**config.mk**
```make
export PLATFORM = sky130hd
export DESIGN_NAME = setup_decoder
export DESIGN_NICKNAME = d
export VERILOG_FILES = /design/src/rtl/setup_decoder.sv
export SDC_FILE = /design/constraint.sdc
export NUM_CORES = 1
export LEC_CHECK = 0
export CAP_MARGIN = 20
export CORE_ASPECT_RATIO = 0.7
export CORE_MARGIN = 3
export CORE_UTILIZATION = 45
export DETAILED_ROUTE_END_ITERATION = 8
export PLACE_DENSITY = 0.67
export SYNTH_ARGS = -nofsm -noshare
export SYNTH_HDL_FRONTEND = slang
export SYNTH_SLANG_ARGS = --single-unit
```
**constraint.sdc**
```tcl
create_clock -name clk -period 7.2 [get_ports clk]
set_input_delay 1.08 -clock clk [delete_from_list [all_inputs] [get_ports clk]]
set_output_delay 1.08 -clock clk [all_outputs]
set_load 0.005 [all_outputs]
```
**src/rtl/setup_decoder.sv**
```systemverilog
// setup_decoder: snapshots the 8-bit setup byte on a load pulse, splits it
// into level / map / round-limit fields, then paces the game with a
// level-dependent tick and counts completed rounds until the limit is hit.
module setup_decoder #(
    parameter int PERIOD0 = 8,
    parameter int PERIOD1 = 6,
    parameter int PERIOD2 = 4,
    parameter int PERIOD3 = 2,
    parameter int CNT_W   = 28
) (
    input  logic       clk,
    input  logic       R,
    input  logic       load,
    input  logic [7:0] setup,
    input  logic       run,
    output logic [1:0] level,
    output logic [1:0] map,
    output logic [4:0] rounds_max,
    output logic [4:0] round_cnt,
    output logic       tick,
    output logic       busy,
    output logic       done
);

    typedef enum logic [1:0] {
        S_IDLE    = 2'd0,
        S_LOADED  = 2'd1,
        S_RUNNING = 2'd2,
        S_DONE    = 2'd3
    } state_t;

    // Terminal divider counts, one per level (period minus one).
    localparam logic [CNT_W-1:0] LIM0 = CNT_W'(PERIOD0 - 1);
    localparam logic [CNT_W-1:0] LIM1 = CNT_W'(PERIOD1 - 1);
    localparam logic [CNT_W-1:0] LIM2 = CNT_W'(PERIOD2 - 1);
    localparam logic [CNT_W-1:0] LIM3 = CNT_W'(PERIOD3 - 1);

    state_t           state_q;
    state_t           state_d;
    logic [CNT_W-1:0] divider;
    logic [CNT_W-1:0] div_lim;
    logic             div_wrap;
    logic             last_round;
    logic             capture;

    // A rounds field of zero means the maximum of sixteen rounds.
    function automatic logic [4:0] decode_rounds(input logic [3:0] raw);
        if (raw == 4'd0) begin
            return 5'd16;
        end
        return {1'b0, raw};
    endfunction

    // Divider terminal count for the given level; level 3 is fastest.
    function automatic logic [CNT_W-1:0] period_limit(input logic [1:0] lv);
        case (lv)
            2'd0:    return LIM0;
            2'd1:    return LIM1;
            2'd2:    return LIM2;
            default: return LIM3;
        endcase
    endfunction

    // Decode the per-cycle conditions shared by the FSM and the datapath.
    always_comb begin
        div_lim    = period_limit(level);
        div_wrap   = (state_q == S_RUNNING) && run && (divider == div_lim);
        last_round = div_wrap && ((round_cnt + 5'd1) == rounds_max);
        capture    = load && (state_q != S_RUNNING);
    end

    // State register; reset aborts any run immediately.
    always_ff @(posedge clk or negedge R) begin
        if (!R) begin
            state_q <= S_IDLE;
        end else begin
            state_q <= state_d;
        end
    end

    // Next-state logic; load always wins over run outside RUNNING.
    always_comb begin
        state_d = state_q;
        case (state_q)
            S_IDLE: begin
                if (load) begin
                    state_d = S_LOADED;
                end
            end
            S_LOADED: begin
                if (load) begin
                    state_d = S_LOADED;
                end else if (run) begin
                    state_d = S_RUNNING;
                end
            end
            S_RUNNING: begin
                if (last_round) begin
                    state_d = S_DONE;
                end
            end
            S_DONE: begin
                if (load) begin
                    state_d = S_LOADED;
                end
            end
            default: state_d = S_IDLE;
        endcase
    end

    // Status outputs follow the state directly, so reset clears them at once.
    always_comb begin
        busy = (state_q == S_RUNNING);
        done = (state_q == S_DONE);
    end

    // Field capture, tick divider and round counter.
    always_ff @(posedge clk or negedge R) begin
        if (!R) begin
            level      <= 2'd0;
            map        <= 2'd0;
            rounds_max <= 5'd0;
            round_cnt  <= 5'd0;
            divider    <= '0;
            tick       <= 1'b0;
        end else begin
            tick <= 1'b0;
            if (capture) begin
                level      <= setup[7:6];
                map        <= setup[5:4];
                rounds_max <= decode_rounds(setup[3:0]);
                round_cnt  <= 5'd0;
                divider    <= '0;
            end else if (state_q == S_LOADED && run) begin
                divider <= '0;
            end else if (state_q == S_RUNNING && run) begin
                if (div_wrap) begin
                    divider   <= '0;
                    tick      <= 1'b1;
                    round_cnt <= round_cnt + 5'd1;
                end else begin
                    divider <= divider + CNT_W'(1);
                end
            end
        end
    end

endmodule

```
**After elaboration in Yosys (flattened, before gate mapping)**

Index checks and enable logic that the tools add are counted.

- Register bits: 45
- Bits of input ports: 12
- Bits in writable memories: 0
- Memories: 0
- Logic and storage cells: 57
- Latch bits: 0
- Output and inout port bits: 17
- ROM bits: 0

- Order comparisons: 0
- Divide/modulo/power cells: 0
- Add/sub/neg operators: 2
- Reduce and logical (&&, ||, !) cells: 14
- Shift-type cells: 0
- Muxes and demuxes: 22
- Bitwise logic cells: 0
- Eq/ne operators: 12
- Multipliers: 0

Operators by type and width:

| operator | count |
|---|---|
| 28-bit two-way mux | 4 |
| 5-bit two-way mux | 6 |
| 28-bit by 1-bit adder with 28-bit output (second input constant) | 1 |
| 28-bit == test | 1 |
| 3-bit one-hot mux with 3 select lines | 1 |
| 2-bit two-way mux | 4 |
| 2-bit == test (second input constant) | 3 |
| 1-bit two-way mux | 6 |
| 2-bit one-hot mux with 3 select lines | 1 |
| 3-bit AND reduction | 2 |
| 5-bit by 1-bit adder with 5-bit output (second input constant) | 1 |
| 5-bit == test | 1 |
| 1-bit logical AND | 5 |
| 2-bit by 1-bit == test with 1-bit output (second input constant) | 2 |
| 2-bit logical NOT | 2 |
| 4-bit logical NOT | 1 |
| 2-bit by 1-bit != test with 1-bit output (second input constant) | 2 |
| 2-bit != test (second input constant) | 2 |
| 2-bit nonzero test | 2 |
| 3-bit != test (second input constant) | 1 |
| 3-bit nonzero test | 1 |
| 2-bit OR reduction | 1 |

**Depth between registers and ports, before layout**

Gate-level depths: netlist of run 1.

- Word-level depth: 8
- Gate-level depth with buffers: 10
- Depth with buffers taken out: 8

**Worst setup path before layout of run 1**

Ideal clock, no wire load.

- Kind: input port to flip-flop
- Start point: input port load
- End point: register divider[12]
- Path slack: 4,742 ps
- Stages on the path: 8
- Arrival: 2,337 ps
- Setup time: 121 ps
- Buffers on the path: 2
- Required time: 7,079 ps
- Cell sequence: nor2b_1 > clkbuf_1 > nor2b_1 > clkbuf_1 > nor3_1 > nand4_1 > xor2_1 > nor2_1

- Word-level cells in the longest chain between the ends: 2
- Elaborated cells between the ends (all ways): 3
- Classes of those cells: mux (1); reduce/logical (2)

RTL lines:

| element | RTL line | source |
|---|---|---|
| start, declared | 13 | `input logic load,` |
| 1-bit logical AND * | 69 | `capture = load && (state_q != S_RUNNING);` |
| 3-bit nonzero test (no source line) or 28-bit two-way mux (tied branches) | -- |  |
| end signal, assigned | 142 | `divider <= divider + CNT_W'(1);` |
| end, declared | 40 | `logic [CNT_W-1:0] divider;` |

Every way passes the cells marked *; elsewhere a longest branch is shown, timed or not.
A chain may end at the register's enable or synchronous reset.

**Worst setup path in the final report of run 1**

- Start point: input port run
- End point: register divider[16]

- Word-level cells in the longest chain between the ends: 6
- Elaborated cells between the ends (all ways): 8
- Classes of those cells: mux (4); reduce/logical (4)

RTL lines:

| element | RTL line | source |
|---|---|---|
| start, declared | 15 | `input logic run,` |
| 1-bit logical AND | 67, 136 |  |
| 1-bit logical AND | 67 | `div_wrap = (state_q == S_RUNNING) && run && (divider == div_lim);` |
| 28-bit two-way mux | 137 | `if (div_wrap) begin` |
| 28-bit two-way mux | 136 | `end else if (state_q == S_RUNNING && run) begin` |
| 28-bit two-way mux | 134 | `end else if (state_q == S_LOADED && run) begin` |
| 28-bit two-way mux | 128 | `if (capture) begin` |

Parallel ways exist; a longest one is shown, timed or not. The select of a mux whose other input is x is not followed.

==> results of run 1 <==
-- per-layer routing --
layer / GRT usage, % / share of wire (%)
met3: 4.45 / 4.6
met1: 28.7 / 55
met2: 24.1 / 39
met5: 0 / 0
met4: 4.50 / 1.1
-- layout by cell type, fill, tap and decap left out, types with 2 or more instances in the layout --
| cell | n |
|---|---|
| dfrtp_1 | 45 |
| nor2_1 | 30 |
| clkdlybuf4s50_1 | 27 |
| nand2_1 | 19 |
| xor2_1 | 18 |
| nand3_1 | 16 |
| xnor2_1 | 13 |
| mux2_2 | 11 |
| o21ai_0 | 10 |
| nor4_1 | 9 |
| nand4_1 | 8 |
| clkbuf_8 | 6 |
| o31ai_1 | 5 |
| ha_1 | 5 |
| inv_1 | 4 |
| a21oi_1 | 4 |
| nor3_1 | 4 |
| nor2b_1 | 3 |
| and4_1 | 3 |
| nand2b_1 | 3 |
| a41oi_1 | 3 |
| nor4b_1 | 2 |
| or4_1 | 2 |
| and3_1 | 2 |
| a211oi_1 | 2 |
-- power by group --
part | switching (mW) | internal (mW) | total [mW]
sequential | 0.0164 | 0.268 | 0.285
clock | 0.0877 | 0.113 | 0.201
combinational | 0.0725 | 0.0702 | 0.143
total | 0.177 | 0.452 | 0.628
-- worst reg2reg max path, stage by stage (launching register included) --
cell,delay [ns]
dfrtp_1,0.48
or4_1,0.55
or4_4,0.53
or3_4,0.39
nand2b_1,0.57
nor2_1,0.14
-- worst max-delay path by stage --
stage | slack (ns) | from | end
3_3_place_gp | 3.80 | run | divider[9]$_DFFE_PN0P_
3_5_place_dp | 3.75 | run | divider[16]$_DFFE_PN0P_
4_1_cts | 4.07 | run | divider[16]$_DFFE_PN0P_
2_1_floorplan | 4.74 | load | divider[12]$_DFFE_PN0P_
5_1_grt | 3.91 | load | divider[11]$_DFFE_PN0P_
6_report | 4.09 | run | divider[16]$_DFFE_PN0P_
-- logic make-up after synthesis --
family | count (synthesis) | synth area share, %
mux | 12 | 5.53
xor+xnor | 31 | 11.2
compound gates | 30 | 8.27
flops | 45 | 46.5
fa+ha+maj | 5 | 2.58
buf+inv | 12 | 2.32
simple gates | 108 | 23.6
-- state kept, by name, summed over array words and instances (netlist names) --
signal and count:
map 2, level 2, divider 28, rounds_max 5
round_cnt 5, tick 1, state_q 2
-- metrics by stage --
stage               power (mW)  hold WS [ns]
floorplan                0.375         0.446
global placement         0.433         0.488
detailed placement       0.433         0.471
CTS                      0.633         0.515
global route             0.663         0.546
finish                   0.628         0.514
-- area by class of cell --
| type | instances | area share (%) |
|---|---|---|
| tap | 69 | 2.99 |
| clock buffer | 7 | 2.99 |
| clock inverter | 1 | 1.04 |
| timing repair buffer | 30 | 10.5 |
| inverter | 4 | 0.520 |
| sequential | 45 | 39.0 |
| multi-input combinational | 186 | 43.0 |
==> load_flow_metrics.sql, run 1 <==
INSERT INTO impl_metrics (metric_group, metric, value, unit) VALUES
('synth', 'netlist_instances', '243', ''),
('cells_and_area', 'util_after_layout', '57.8', '%'),
('timing', 'period_needed', '3.11', 'ns'),
('place', 'dp_cells', '333', ''),
('timing', 'final.setup.tns', '0', 'ns'),
('global_routing', 'grt_antenna_before_repair', '0', ''),
('worst_setup_path', 'crit_path_cell_chain', 'clkdlybuf4s50_1, nand2_1, or4_4, or3_4, nand2b_1, nor2_1', ''),
('synth', 'synth-seq-cells', '45', ''),
('synth', 'netlist_area', '2420', 'um^2'),
('cells_and_area', 'design_area', '2890', 'um^2'),
('synth', 'yosysSeqAreaShare', '46.5', '%'),
('cells_and_area', 'area_delta_synth_final', '19.2', '%'),
('timing', 'fin_worst_setup_slack', '4.09', 'ns'),
('global_routing', 'overflow', '0', ''),
('synth', 'yosys-top-cells-count', 'dfrtp_1, nor2_1, nand2_1', ''),
('detailed_routing', 'drt_first_iter_violations', '166', ''),
('timing', 'finalClockSkew', '0.00476', 'ns'),
('floorplan', 'num_io_pins', '29', ''),
('worst_setup_path', 'ff2ff_setup_slack', '4.41', 'ns'),
('clock_network', 'post_cts.repair.setup_buffers', '0', ''),
('worst_setup_path', 'critical_path_cell_count', '6', ''),
('cells_and_area', 'nNetsFinal', '289', ''),
('place', 'postPlaceCellArea', '2750', 'um^2'),
('clock_network', 'path_clk_slew', '0.08', 'ns'),
('worst_setup_path', 'cp_top_family', 'simple AND/OR/NAND/NOR gates', ''),
('worst_setup_path', 'critPathRequiredTime', '7.36', 'ns'),
('synth', 'ys_dominant_reg_cell', 'dfrtp_1', ''),
('timing', 'setup_violations_final', '0', ''),
('floorplan', 'die_width', '93.7', 'um'),
('timing', 'period_share', '43.2', '%'),
('synth', 'yosys.cell_count.top_type', 'dfrtp_1', ''),
('synth', 'ys.warnings.count', '0', ''),
('worst_setup_path', 'critical_path_class', 'primary input to flop', ''),
('clock_network', 'cts_hold_buffers', '0', ''),
('cells_and_area', 'antennaDiodeCount', '0', ''),
('worst_setup_path', 'critPathBufInv', '1', ''),
('worst_setup_path', 'reg2regPathDepth', '5', ''),
('worst_hold_path', 'holdCritStartpoint', 'map[0]$_DFFE_PN0P_', ''),
('clock_network', 'clk-insertion-delay-late', '0.30', 'ns'),
('worst_hold_path', 'holdPathEnd', 'map[0]$_DFFE_PN0P_', ''),
('timing', 'timing_worst_slew_pin_value', '0.806', 'ns'),
('detailed_routing', 'drcViolationCount', '0', ''),
('place', 'dpl_worst_slack', '3.75', 'ns'),
('floorplan', 'placeableCoreArea', '4990', 'um^2'),
('floorplan', 'rows', '21', ''),
('worst_hold_path', 'worst_hold_path_type', 'flop to flop', ''),
('clock_network', 'cts_tree', 'built', ''),
('cells_and_area', 'final-seq-area', '1130', 'um^2'),
('timing', 'maxClockFrequency', '321', 'MHz'),
('cells_and_area', 'filler_cell_count', '444', ''),
('timing', 'timing.max_slew.rel_slack', '46.1', '%'),
('global_routing', 'grt_pass1_wl', '8860', 'um'),
('clock_network', 'cts.htree.levels', '2', ''),
('worst_setup_path', 'crit-reg2reg-launch', 'divider[19]$_DFFE_PN0P_', ''),
('floorplan', 'floorplan.die_area', '6310', 'um^2'),
('detailed_routing', 'drt-pass1-iter-count', '4', ''),
('job', 'max_cap_violations', '0', ''),
('floorplan', 'initial_cell_density_of_the_core', '48.5', '%'),
('clock_network', 'cts_buffers', '5', ''),
('place', 'numPortBuffers', '28', ''),
('clock_network', 'post_cts_resized', '0', ''),
('synth', 'synth_edf_count', '0', ''),
('worst_setup_path', 'worstSetupEndpointType', 'flop', ''),
('worst_setup_path', 'worst-endpoint-arrival', '3.27', 'ns'),
('floorplan', 'fp.dieH', '67.4', 'um'),
('run_status', 'outcome', 'completed', ''),
('detailed_routing', 'drt.antenna.violating_nets', '0', ''),
('synth', 'synthDominantAreaCellType', 'dfrtp_1', ''),
('worst_setup_path', 'timing.critical_path.slowest_stage_cell', 'nand2b_1', ''),
('timing', 'rsz_0062_raised_after_global_routing', 'false', ''),
('detailed_routing', 'drt-total-wl', '5190', 'um');
Power figures use the tool's default switching activity.
==> run 2, diff against run 1 <==
- clock period: 7.2 -> 3.1 ns (I/O delays scaled with it)
==> load_flow_metrics.sql, run 2 (synthesized netlist as in run 1, its figures left out) <==
INSERT INTO impl_metrics (metric_group, metric, value, unit) VALUES
('timing', 'finalClockSkew', '0.00405', 'ns'),
('clock_network', 'cts_tree', 'built', ''),
('floorplan', 'fp.dieH', '67.4', 'um'),
('cells_and_area', 'final_layout_size_suffix_gt1_share', '10.9', '%'),
('global_routing', 'grt_antenna_before_repair', '0', ''),
('timing', 'finalHoldWorstSlack', '0.491', 'ns'),
('global_routing', 'number_of_global_route_vias_before_repair', '1780', ''),
('worst_setup_path', 'critPathRequiredTime', '3.35', 'ns'),
('worst_setup_path', 'critical_path_class', 'flop to flop', ''),
('detailed_routing', 'drt-total-wl', '5310', 'um'),
('clock_network', 'clkSinkCount', '45', ''),
('detailed_routing', 'vias_per_cell', '5.49', ''),
('detailed_routing', 'post_drt_wl_per_cell', '15.4', 'um'),
('clock_network', 'cts-root-buf', 'clkbuf_8', ''),
('global_routing', 'grt_pass1_wl', '9070', 'um'),
('timing', 'slew_violations', '0', ''),
('global_routing', 'pin_count_of_the_biggest_net_entering_global_routing', '46', ''),
('worst_setup_path', 'reg2regPathDepth', '6', ''),
('worst_setup_path', 'destination_of_the_worst_register_to_register_timing_path', 'state_q[1]$_DFFE_PN0P_', ''),
('cells_and_area', 'top_register', 'divider', ''),
('clock_network', 'path_clk_slew', '0.09', 'ns'),
('timing', 'maxClockFrequency', '400', 'MHz'),
('clock_network', 'cts.path.max_buffers', '2', ''),
('detailed_routing', 'drt.antenna.violating_nets', '0', ''),
('worst_setup_path', 'crit-reg2reg-launch', 'divider[19]$_DFFE_PN0P_', ''),
('cells_and_area', 'area_delta_synth_final', '20.1', '%'),
('timing', 'final_hold_viol_count', '0', ''),
('worst_setup_path', 'crit_path_cell_chain', 'or4_1, or4_4, nor3_1, nor3b_2, mux2_2, nand3_1', ''),
('worst_setup_path', 'startpoint_type', 'flop', ''),
('worst_hold_path', 'worst_hold_path_type', 'primary input to async pin', ''),
('global_routing', 'grt_use_total', '18.5', '%'),
('floorplan', 'initial_cell_density_of_the_core', '48.5', '%'),
('floorplan', 'num_io_pins', '29', ''),
('timing', 'timing_worst_slew_pin_value', '0.859', 'ns'),
('detailed_routing', 'route.vias.total', '1894', ''),
('timing', 'final.setup.tns', '0', 'ns'),
('run_status', 'outcome', 'completed', ''),
('worst_setup_path', 'crit_path_max_fanout', '8', ''),
('cells_and_area', 'largest_reg_flops', '28', ''),
('clock_network', 'post_cts_resized', '0', ''),
('cells_and_area', 'design_area', '2910', 'um^2'),
('worst_setup_path', 'worstSetupEndpointType', 'flop', ''),
('clock_network', 'cts.htree.levels', '2', ''),
('pwr', 'cellPowerDensity', '504', 'nW/um^2'),
('pwr', 'vdd.ir_drop.worst', '0.286', 'mV'),
('cells_and_area', 'antennaDiodeCount', '0', ''),
('timing', 'timing.max_slew.rel_slack', '42.6', '%'),
('detailed_routing', 'drt_first_iter_violations', '149', ''),
('floorplan', 'rows', '21', ''),
('cells_and_area', 'most-common-layout-cells', 'dfrtp_1, nor2_1, clkdlybuf4s50_1, nand2_1, xor2_1', ''),
('place', 'gpl.final_weighted_congestion', '0.853', ''),
('cells_and_area', 'largest_registers', 'divider: 28 flops, round_cnt: 5 flops, rounds_max: 5 flops', ''),
('detailed_routing', 'drt-pass1-iter-count', '4', ''),
('job', 'max_cap_violations', '0', ''),
('global_routing', 'overflow', '0', ''),
('clock_network', 'clk-insertion-delay-late', '0.31', 'ns'),
('floorplan', 'placeableCoreArea', '4990', 'um^2'),
('clock_network', 'cts_buffers', '5', ''),
('pwr', 'p_leak', '1.17', 'nW'),
('place', 'numPortBuffers', '28', ''),
('floorplan', 'die_width', '93.7', 'um'),
('worst_setup_path', 'worst-endpoint-arrival', '2.75', 'ns'),
('floorplan', 'floorplan.die_area', '6310', 'um^2'),
('worst_setup_path', 'timing.critical_path.slowest_stage_cell', 'or4_1', ''),
('timing', 'rsz_0062_raised_after_global_routing', 'false', ''),
('worst_setup_path', 'max_stage_delay', '0.55', 'ns'),
('cells_and_area', 'nNetsFinal', '292', ''),
('timing', 'setup_violations_final', '0', ''),
('worst_setup_path', 'ff2ff_setup_slack', '0.60', 'ns'),
('timing', 'period_share', '80.7', '%'),
('place', 'dp.final_hpwl', '3890', 'um'),
('place', 'postPlaceCellArea', '2770', 'um^2'),
('timing', 'period_needed', '2.50', 'ns'),
('cells_and_area', 'commonest_non_fill_non_tap_cell_in_the_layout', 'dfrtp_1', ''),
('detailed_routing', 'drcViolationCount', '0', '');
-- run 2: metrics by stage --
stage	power [mW]	setup slack [ns]	instances	util, %
floorplan	0.871	0.759	243	-
detailed placement	1.02	0.524	335	55.4
finish	1.47	0.599	345	58.3
global route	1.54	0.301	345	58.3
CTS	1.48	0.594	343	57.7
global placement	1.01	0.550	335	55.4
-- run 2: cell type report --
| cell class | count | area, um^2 |
|---|---|---|
| well taps | 69 | 86.3 |
| clock inverters | 3 | 46.3 |
| repair buffers | 33 | 328 |
| clock buffers | 5 | 68.8 |
| flip-flops and latches | 45 | 1130 |
| multi-input cells | 186 | 1240 |
| inverters | 4 | 15.0 |
| fillers | 453 | 2080 |
-- run 2: report_power, final --
group	switching [mW]	internal [mW]
sequential	0.0377	0.623
clock	0.219	0.241
combinational	0.174	0.171
total	0.430	1.04
-- run 2: worst max-delay path by stage --
stage | startpoint | to | cells after the start
4_1_cts | divider[19]$_DFFE_PN0P_ | round_cnt[3]$_DFFE_PN0P_ | 6
6_report | divider[19]$_DFFE_PN0P_ | state_q[1]$_DFFE_PN0P_ | 6
2_1_floorplan | divider[19]$_DFFE_PN0P_ | round_cnt[4]$_DFFE_PN0P_ | 7
3_5_place_dp | load | round_cnt[3]$_DFFE_PN0P_ | 8
5_1_grt | state_q[0]$_DFFE_PN0P_ | divider[25]$_DFFE_PN0P_ | 8
3_3_place_gp | run | divider[12]$_DFFE_PN0P_ | 7
-- run 2: timing repair --
item,CTS,global route
endpoints found under the hold margin,0,3
buffers inserted,0,0
hold buffers,0,1
-- run 2: worst max-delay path: cells and delay by family (launching register included) --
family | cells | cell delay (ns)
AND/OR/NAND/NOR | 5 | 1.57
flip-flops | 1 | 0.49
multiplexers | 1 | 0.38
-- run 2: per-layer routing --
layer  up-vias  routed length (um)  track usage [%]
li1        937                   -                -
met1       883                2730             29.0
met2        66                2110             24.9
met3         8                 400             4.01
met4         0                  74             5.95
met5         -                   0                0
==> run 3, diff against run 2 <==
- clock period: 3.1 -> 2.5 ns (I/O delays scaled with it)
==> load_flow_metrics.sql, run 3 (synthesized netlist as in run 1, its figures left out) <==
INSERT INTO impl_metrics (metric_group, metric, value, unit) VALUES
('run_status', 'outcome', 'completed', ''),
('cells_and_area', 'util_after_layout', '59.6', '%'),
('floorplan', 'die_width', '93.7', 'um'),
('job', 'max_cap_violations', '0', ''),
('worst_setup_path', 'startpoint', 'divider[19]$_DFFE_PN0P_', ''),
('cells_and_area', 'most-common-layout-cells', 'dfrtp_1, nor2_1, clkdlybuf4s50_1, nand2_1, xor2_1', ''),
('cells_and_area', 'final_layout_size_suffix_gt1_share', '14.3', '%'),
('worst_setup_path', 'max_stage_delay', '0.53', 'ns'),
('worst_setup_path', 'cp_top_family', 'simple AND/OR/NAND/NOR gates', ''),
('pwr', 'p_leak', '1.23', 'nW'),
('timing', 'setup_violations_final', '0', ''),
('detailed_routing', 'drt.antenna.violating_nets', '0', ''),
('worst_setup_path', 'crit-reg2reg-launch', 'divider[19]$_DFFE_PN0P_', ''),
('clock_network', 'cts_buffers', '5', ''),
('timing', 'timing.max_slew.rel_slack', '58.8', '%'),
('timing', 'period_share', '94.6', '%'),
('worst_hold_path', 'worst_hold_path_type', 'primary input to async pin', ''),
('clock_network', 'cts-root-buf', 'clkbuf_8', ''),
('worst_setup_path', 'crit_path_max_fanout', '4', ''),
('global_routing', 'grt_use_total', '19.9', '%'),
('timing', 'rsz_0062_raised_after_global_routing', 'false', ''),
('place', 'gpl.final_weighted_congestion', '0.905', ''),
('clock_network', 'clk-insertion-delay-late', '0.30', 'ns'),
('timing', 'timing_worst_slew_pin_value', '0.610', 'ns'),
('place', 'numPortBuffers', '28', ''),
('timing', 'maxClockFrequency', '423', 'MHz'),
('worst_setup_path', 'destination_of_the_worst_register_to_register_timing_path', 'state_q[1]$_DFFE_PN0P_', ''),
('detailed_routing', 'drcViolationCount', '0', ''),
('cells_and_area', 'largest_registers', 'divider: 28 flops, round_cnt: 5 flops, rounds_max: 5 flops', ''),
('detailed_routing', 'drt_first_iter_violations', '115', ''),
('pwr', 'vdd.ir_drop.worst', '0.294', 'mV'),
('floorplan', 'floorplan.die_area', '6310', 'um^2'),
('cells_and_area', 'top_register', 'divider', ''),
('worst_setup_path', 'ff2ff_setup_slack', '0.14', 'ns'),
('cells_and_area', 'nNetsFinal', '303', ''),
('worst_setup_path', 'crit_path_cell_chain', 'or4_1, or4_4, nor3_1, nor3b_2, mux2_2, nand3_1', ''),
('floorplan', 'fp.dieH', '67.4', 'um'),
('worst_setup_path', 'worstSetupEndpointType', 'flop', ''),
('pwr', 'cellPowerDensity', '595', 'nW/um^2'),
('timing', 'finalClockSkew', '0.00515', 'ns'),
('global_routing', 'number_of_global_route_vias_before_repair', '1919', ''),
('global_routing', 'overflow', '0', ''),
('global_routing', 'global_route.usage.met2', '28.8', '%'),
('cells_and_area', 'commonest_non_fill_non_tap_cell_in_the_layout', 'dfrtp_1', ''),
('worst_setup_path', 'worst-endpoint-arrival', '2.61', 'ns'),
('clock_network', 'clkSinkCount', '45', ''),
('global_routing', 'grt_pass1_wl', '9740', 'um'),
('global_routing', 'top_usage_layer', 'met1', ''),
('global_routing', 'grtUsageMet1', '29.5', '%'),
('clock_network', 'cts_tree', 'built', ''),
('detailed_routing', 'route.vias.total', '1973', ''),
('detailed_routing', 'vias_per_cell', '5.54', ''),
('timing', 'final_hold_viol_count', '0', ''),
('floorplan', 'initial_cell_density_of_the_core', '48.5', '%'),
('cells_and_area', 'area_delta_synth_final', '22.8', '%'),
('worst_setup_path', 'reg2regPathDepth', '6', ''),
('detailed_routing', 'post_drt_wl_per_cell', '15.7', 'um'),
('global_routing', 'grt_antenna_before_repair', '0', ''),
('floorplan', 'num_io_pins', '29', ''),
('cells_and_area', 'antennaDiodeCount', '0', ''),
('floorplan', 'placeableCoreArea', '4990', 'um^2'),
('timing', 'slew_violations', '0', ''),
('clock_network', 'cts.path.max_buffers', '2', ''),
('global_routing', 'use_met3', '6.12', '%'),
('worst_setup_path', 'critPathBufInv', '0', ''),
('clock_network', 'cts.htree.levels', '2', ''),
('floorplan', 'rows', '21', ''),
('worst_setup_path', 'critPathRequiredTime', '2.74', 'ns'),
('timing', 'period_needed', '2.36', 'ns'),
('timing', 'final.setup.tns', '0', 'ns'),
('worst_setup_path', 'startpoint_type', 'flop', ''),
('detailed_routing', 'drt-total-wl', '5590', 'um'),
('detailed_routing', 'drt-pass1-iter-count', '5', ''),
('worst_setup_path', 'timing.critical_path.slowest_stage_cell', 'or4_4', ''),
('place', 'dp.final_hpwl', '4200', 'um'),
('clock_network', 'path_clk_slew', '0.09', 'ns'),
('global_routing', 'pin_count_of_the_biggest_net_entering_global_routing', '24', ''),
('worst_setup_path', 'critical_path_class', 'flop to flop', ''),
('cells_and_area', 'largest_reg_flops', '28', ''),
('clock_network', 'post_cts_resized', '0', '');
==> run 3: what timing repair did <==
item | in CTS | in global routing
buffers inserted | 0 | 0
hold endpoints to repair | 1 | 0
hold buffers | 1 | 0
==> run 3: metal layers <==
layer	part of all wire, %	vias up	wire (um)
li1	-	956	-
met1	52	966	2920
met2	41	47	2300
met3	6.3	4	352
met4	0.41	0	23
met5	0	-	0
==> run 3: worst max-delay path by stage <==
stage                                     endpoint  slack, ns  cells after the start
after floorplan           round_cnt[4]$_DFFE_PN0P_       0.16                      7
after global placement      state_q[1]$_DFFE_PN0P_       0.15                      7
after detailed placement    state_q[1]$_DFFE_PN0P_       0.10                      7
after CTS                   state_q[1]$_DFFE_PN0P_       0.13                      6
after global routing       divider[23]$_DFFE_PN0P_      0.009                      7
final                       state_q[1]$_DFFE_PN0P_       0.14                      6
==> run 3: layout make-up <==
cell class	count	area (um^2)
Clock buffer	6	82.6
Sequential cell	45	1130
Tap cell	69	86.3
Timing Repair Buffer	44	410
Clock inverter	2	13.8
Fill cell	426	2020
Multi-Input combinational cell	186	1240
Inverter	4	15.0
==> run 3: stage by stage <==
stage                     cells  worst slack [ns]  cell area [um^2]  power [mW]  hold WS (ns)
after floorplan             243             0.159              2420        1.08        0.0794
after global routing        356           0.00931              2970        1.87         0.390
after detailed placement    347             0.100              2870        1.29         0.174
after global placement      347             0.153              2870        1.29         0.166
after CTS                   356             0.131              2970        1.78         0.375
final                       356             0.135              2970        1.77         0.379
==> run 3: report_power, final <==
| group | internal [mW] | switching [mW] | total, mW |
|---|---|---|---|
| registers | 0.773 | 0.0464 | 0.819 |
| clock network | 0.225 | 0.265 | 0.489 |
| logic | 0.234 | 0.227 | 0.461 |
| total | 1.23 | 0.538 | 1.77 |
